**src/rtl/mult_hazard_ctrl.sv**
```systemverilog
// Multiply-latency hazard controller: sequences a fixed-latency multiplier and
// drives stall/forwarding. Define MULT_HAZARD_CTRL_FWD_EN to enable operand forwarding.
module mult_hazard_ctrl #(
    parameter int MULT_LAT   = 4,
    parameter int REG_ADDR_W = 5
) (
    input  logic                  clk,
    input  logic                  arst_n,
    input  logic                  id_valid,
    input  logic                  id_is_mult,
    input  logic [REG_ADDR_W-1:0] id_rs1,
    input  logic [REG_ADDR_W-1:0] id_rs2,
    input  logic [REG_ADDR_W-1:0] id_rd,
    input  logic [REG_ADDR_W-1:0] ex_rd,
    input  logic                  ex_reg_write,
    input  logic [REG_ADDR_W-1:0] mem_rd,
    input  logic                  mem_reg_write,
    output logic                  stall,
    output logic                  mult_start,
    output logic                  mult_done,
    output logic [1:0]            fwd_a,
    output logic [1:0]            fwd_b,
    output logic [REG_ADDR_W-1:0] busy_rd
);

    typedef enum logic [1:0] {
        IDLE = 2'd0,
        MULT = 2'd1,
        DONE = 2'd2
    } state_t;

    localparam logic [3:0] CNT_LOAD = 4'(MULT_LAT - 2);

    state_t                  state, state_nxt;
    logic [3:0]              cnt, cnt_nxt;
    logic [REG_ADDR_W-1:0]   busy_rd_nxt;
    logic [1:0]              fwd_a_nxt, fwd_b_nxt;
    logic                    raw_hazard;
    logic                    accept;

    // A pipeline stage "hits" a source when it writes a nonzero register equal to it.
    function automatic logic hits(input logic [REG_ADDR_W-1:0] rd,
                                  input logic                  wr,
                                  input logic [REG_ADDR_W-1:0] rs);
        return wr && (rd != '0) && (rd == rs);
    endfunction

`ifdef MULT_HAZARD_CTRL_FWD_EN
    function automatic logic [1:0] fwd_sel(input logic [REG_ADDR_W-1:0] rs);
        if (hits(ex_rd, ex_reg_write, rs))        return 2'd1;
        else if (hits(mem_rd, mem_reg_write, rs)) return 2'd2;
        else                                      return 2'd0;
    endfunction

    assign raw_hazard = 1'b0;
`else
    // Without forwarding, any read of an in-flight EX/MEM result must wait.
    assign raw_hazard = hits(ex_rd,  ex_reg_write,  id_rs1) | hits(ex_rd,  ex_reg_write,  id_rs2) |
                        hits(mem_rd, mem_reg_write, id_rs1) | hits(mem_rd, mem_reg_write, id_rs2);
`endif

    assign stall  = id_valid && ((state == MULT) || raw_hazard);
    assign accept = id_valid && id_is_mult && !stall && (state != MULT);

    always_comb begin
        // NOTE: every combinational output gets a default first so no path infers a latch.
        state_nxt   = state;
        cnt_nxt     = cnt;
        busy_rd_nxt = busy_rd;
        unique case (state)
            IDLE: begin
                if (accept) begin
                    state_nxt   = MULT;
                    cnt_nxt     = CNT_LOAD;
                    busy_rd_nxt = id_rd;
                end
            end
            MULT: begin
                if (cnt == 4'd0) state_nxt = DONE;
                else             cnt_nxt   = cnt - 4'd1;
            end
            DONE: begin
                if (accept) begin
                    state_nxt   = MULT;
                    cnt_nxt     = CNT_LOAD;
                    busy_rd_nxt = id_rd;
                end else begin
                    state_nxt   = IDLE;
                    busy_rd_nxt = '0;
                end
            end
            default: begin
                state_nxt   = IDLE;
                cnt_nxt     = 4'd0;
                busy_rd_nxt = '0;
            end
        endcase
    end

    always_comb begin
        fwd_a_nxt = 2'd0;
        fwd_b_nxt = 2'd0;
`ifdef MULT_HAZARD_CTRL_FWD_EN
        // A stalled edge injects a bubble into EX, so it must read the register file.
        if (!stall) begin
            fwd_a_nxt = fwd_sel(id_rs1);
            fwd_b_nxt = fwd_sel(id_rs2);
        end
`endif
    end

    always_ff @(posedge clk or negedge arst_n) begin
        if (!arst_n) begin
            state      <= IDLE;
            cnt        <= 4'd0;
            busy_rd    <= '0;
            mult_start <= 1'b0;
            mult_done  <= 1'b0;
            fwd_a      <= 2'd0;
            fwd_b      <= 2'd0;
        end else begin
            // NOTE: sequential state uses non-blocking assignments so every flop samples pre-edge values.
            state      <= state_nxt;
            cnt        <= cnt_nxt;
            busy_rd    <= busy_rd_nxt;
            mult_start <= accept;
            mult_done  <= (state == DONE);
            fwd_a      <= fwd_a_nxt;
            fwd_b      <= fwd_b_nxt;
        end
    end

endmodule

```
**config.mk**
```make
export PLATFORM = sky130hd
export DESIGN_NAME = mult_hazard_ctrl
export DESIGN_NICKNAME = d
export VERILOG_FILES = /design/src/rtl/mult_hazard_ctrl.sv
export SDC_FILE = /design/constraint.sdc
export NUM_CORES = 1
export LEC_CHECK = 0
export BUFFER_PORTS_ARGS = -buffer_cell sky130_fd_sc_hd__buf_4
export CORE_MARGIN = 2
export CORE_UTILIZATION = 46
export DETAILED_ROUTE_END_ITERATION = 10
export GPL_TIMING_DRIVEN = 0
export PLACE_DENSITY = 0.78
export SYNTH_ARGS = -nofsm -noshare
export SYNTH_HDL_FRONTEND = slang
export SYNTH_SLANG_ARGS = --single-unit
```
**constraint.sdc**
```tcl
create_clock -name clk -period 2.96 [get_ports clk]
set_clock_uncertainty 0.1 [all_clocks]
set_input_delay 0.888 -clock clk [delete_from_list [all_inputs] [get_ports clk]]
set_output_delay 0.888 -clock clk [all_outputs]
set_load 0.02 [all_outputs]
```
==> impl_metrics.py <==
metrics = {
    "layout": {
        "area_growth_pct": 45.11,
        "drive_gt1_frac": 0.4722,
        "final_nets": 178,
        "finish.utilization": 0.7210,
        "fin_area_um2": 1429,
        "diodes": 0,
    },
    "synth": {
        "synth.top_cell.area_share": 0.3304,
        "ys_seq_area_frac": 0.3304,
        "yosysTopAreaCell": "dfrtp_1",
        "synth_compound_area_frac": 0.1614,
        "synthXorXnorAreaFrac": 0.1868,
        "ys_warn_count": 0,
        "syn_avg_cell_area_um2": 10.59,
        "yosysUniqueCellTypes": 27,
        "syn_inst": 93,
        "synth_top_family_by_area": "XOR/XNOR gates",
        "syn_area_um2": 984.7,
        "synthSimpleGateAreaFrac": 0.1626,
        "synthAdderAreaFrac": 0.02541,
        "ys_top_cells_by_area": "dfrtp_1, xor2_1, mux2_4",
        "muxShareOfSynthArea": 0.08767,
        "synth-seq-cells": 13,
    },
    "clocking": {
        "cts_buffers": 3,
        "cts_tree": "done",
        "cts_root_buf": "clkbuf_4",
        "clock_path_buffers": 2,
        "clock_latency_ns": 0.28,
        "htreeDepth": 1,
        "clock_sinks": 13,
        "clk_pin_slew_ns": 0.08,
        "hold_buffers": 0,
    },
    "routing": {
        "drt-initial-drc-count": 15,
        "routed_wl_um": 2407,
        "wl_per_cell_um": 14.08,
        "vias_per_cell": 5.211,
        "drc": 0,
        "vias": 891,
        "postRouteAntennaNets": 0,
        "dr.pass1.iters": 5,
    },
    "setup_path": {
        "path_class": "primary input to output port",
        "r2r_slack_ns": 0.98,
        "worstPathMaxFanout": 3,
        "critPathArrivalTime_ns": 2.15,
        "r2r_end": "cnt[2]$_DFFE_PN0P_",
        "critPathLaunchType": "primary input",
        "reg2reg_from": "cnt[0]$_DFFE_PN0P_",
        "required_ns": 1.97,
        "endpoint_kind": "output port",
        "r2r_cells": 6,
    },
    "grt": {
        "grt_pass1_wl_um": 3746,
        "grt_pass1_vias": 884,
        "antenna_found_initial": 0,
        "grt_max_degree": 14,
        "gr-total-overflow": 0,
        "gr-usage-all-layers": 0.1927,
    },
    "power": {
        "p_leak_nw": 0.7032,
        "p_per_area_nw_per_um2": 653.5,
        "ir_drop_mv": 0.6767,
    },
    "sta": {
        "rsz0062_at_grt": "true",
        "maxSlewHeadroom": 0.5640,
        "finalWorstSetupSlack_ns": -0.1821,
        "fin_tns_setup_ns": -0.1821,
        "worstMarginPinSlew_ns": 0.6525,
        "setup_viol": 1,
        "whs_ns": 0.3358,
        "min_period_ns": 3.142,
        "fin_crit_sh": 1.062,
        "final_hold_viol_count": 0,
        "drv_slew": 0,
        "fmax_mhz": 318.3,
    },
    "die": {
        "io_pins": 43,
        "die-area_um2": 2527,
        "start_util": 0.4968,
        "row_count": 16,
        "coreArea_um2": 1982,
        "die_w_um": 50.27,
        "die_y_um": 50.27,
    },
    "placement": {
        "dpl.hpwl_um": 1790,
        "dp_slack_ns": -0.2358,
        "placed_cell_area_um2": 1315,
        "port_buffers": 38,
        "place_congestion": 0.7269,
    },
    "run_status": {
        "status": "complete, but fails checks",
        "violations": "setup timing",
    },
    "hold_path": {
        "hold_path.class": "primary input to async pin",
    },
    "job": {
        "maxCapViolations": 0,
    },
}
==> sequential cells by signal (all words and copies together) (netlist names) <==
| register | cells |
|---|---|
| mult_start | 1 |
| state | 2 |
| mult_done | 1 |
| busy_rd | 5 |
| cnt | 4 |
==> cells in the final DEF (no fill, tap or decap), types with 3 or more instances in the layout <==
cell type and count:
and2_1 3, buf_4 43, buf_6 3, clkbuf_4 3, conb_1 4, dfrtp_1 13, inv_1 3, mux2_4 5
nor2_1 7, nor2b_1 7, nor3_1 3, xor2_1 21
==> synth_stat cells (all sizes together) <==
master	n
o21ai	4
xor2	21
ha	2
a22oi	2
nor3b	1
a31o	1
nor4	1
and2	3
mux2	6
o221ai	3
inv	3
dfrtp	13
conb	1
nand2b	1
buf	4
nor3	5
nor2b	7
a21oi	1
or4	2
nor2	7
nand2	1
o21a	1
a32o	2
o22ai	1
==> final cells by class <==
cell class / count / area, um2
buffer: 4 / 30.03
sequential: 13 / 325.3
tap: 27 / 33.78
clock buffer: 4 / 26.28
timing repair buffer: 44 / 356.6
inverter: 3 / 11.26
multi-input combinational: 76 / 645.6
fill: 145 / 553.0
==> power breakdown <==
group          internal [mW]  switching, mW  leakage (nW)
clock                 0.0523         0.0573        0.0150
combinational          0.267          0.246         0.523
sequential             0.249         0.0615         0.165
==> logic make-up after synthesis <==
| group | count (synthesis) |
|---|---|
| and+or+nand+nor | 28 |
| muxes | 6 |
| AOI/OAI and AO/OA | 15 |
| xor gates and xnor gates | 21 |
| other | 1 |
| buffers and inverters | 7 |
| adders and majority gates | 2 |
| DFF | 13 |
==> timing repair <==
action                     in CTS  in global routing
pin swaps                       5                  4
setup endpoints to repair       1                  1
buffers inserted                3                  3
gates resized for setup         6                  4
==> worst max-delay path, cell delays in order <==
cell     delay (ns)
buf_8          0.10
or4_4          0.54
o21ai_4        0.17
o22ai_2        0.10
o21a_1         0.22
buf_6          0.14
==> stage by stage <==
step	total power, mW	instances
after CTS	0.9218	168
after detailed placement	0.8027	161
after floorplan	0.6268	96
after global placement	0.7773	161
after global routing	0.9934	171
final	0.9337	171
==> metal layers <==
metal,GRT usage,vias to the layer above,share of wire,routed length [um]
met4,0.02778,0,0.0033,8
met1,0.2364,435,0.41,983
met5,0,-,0,0
met3,0.05655,2,0.053,128
li1,-,423,-,-
met2,0.3377,31,0.53,1287
==> worst max path at each step <==
| stage | cells after the start | slack, ns | endpoint | start |
|---|---|---|---|---|
| 3_3_place_gp | 6 | -0.24 | stall | ex_rd[1] |
| 3_5_place_dp | 6 | -0.24 | stall | mem_rd[1] |
| 2_1_floorplan | 4 | 0.03 | stall | mem_rd[1] |
| 6_report | 6 | -0.18 | stall | ex_rd[4] |
| 5_1_grt | 6 | -0.20 | stall | ex_rd[4] |
| 4_1_cts | 6 | -0.16 | stall | mem_rd[4] |
Power figures use the tool's default switching activity.
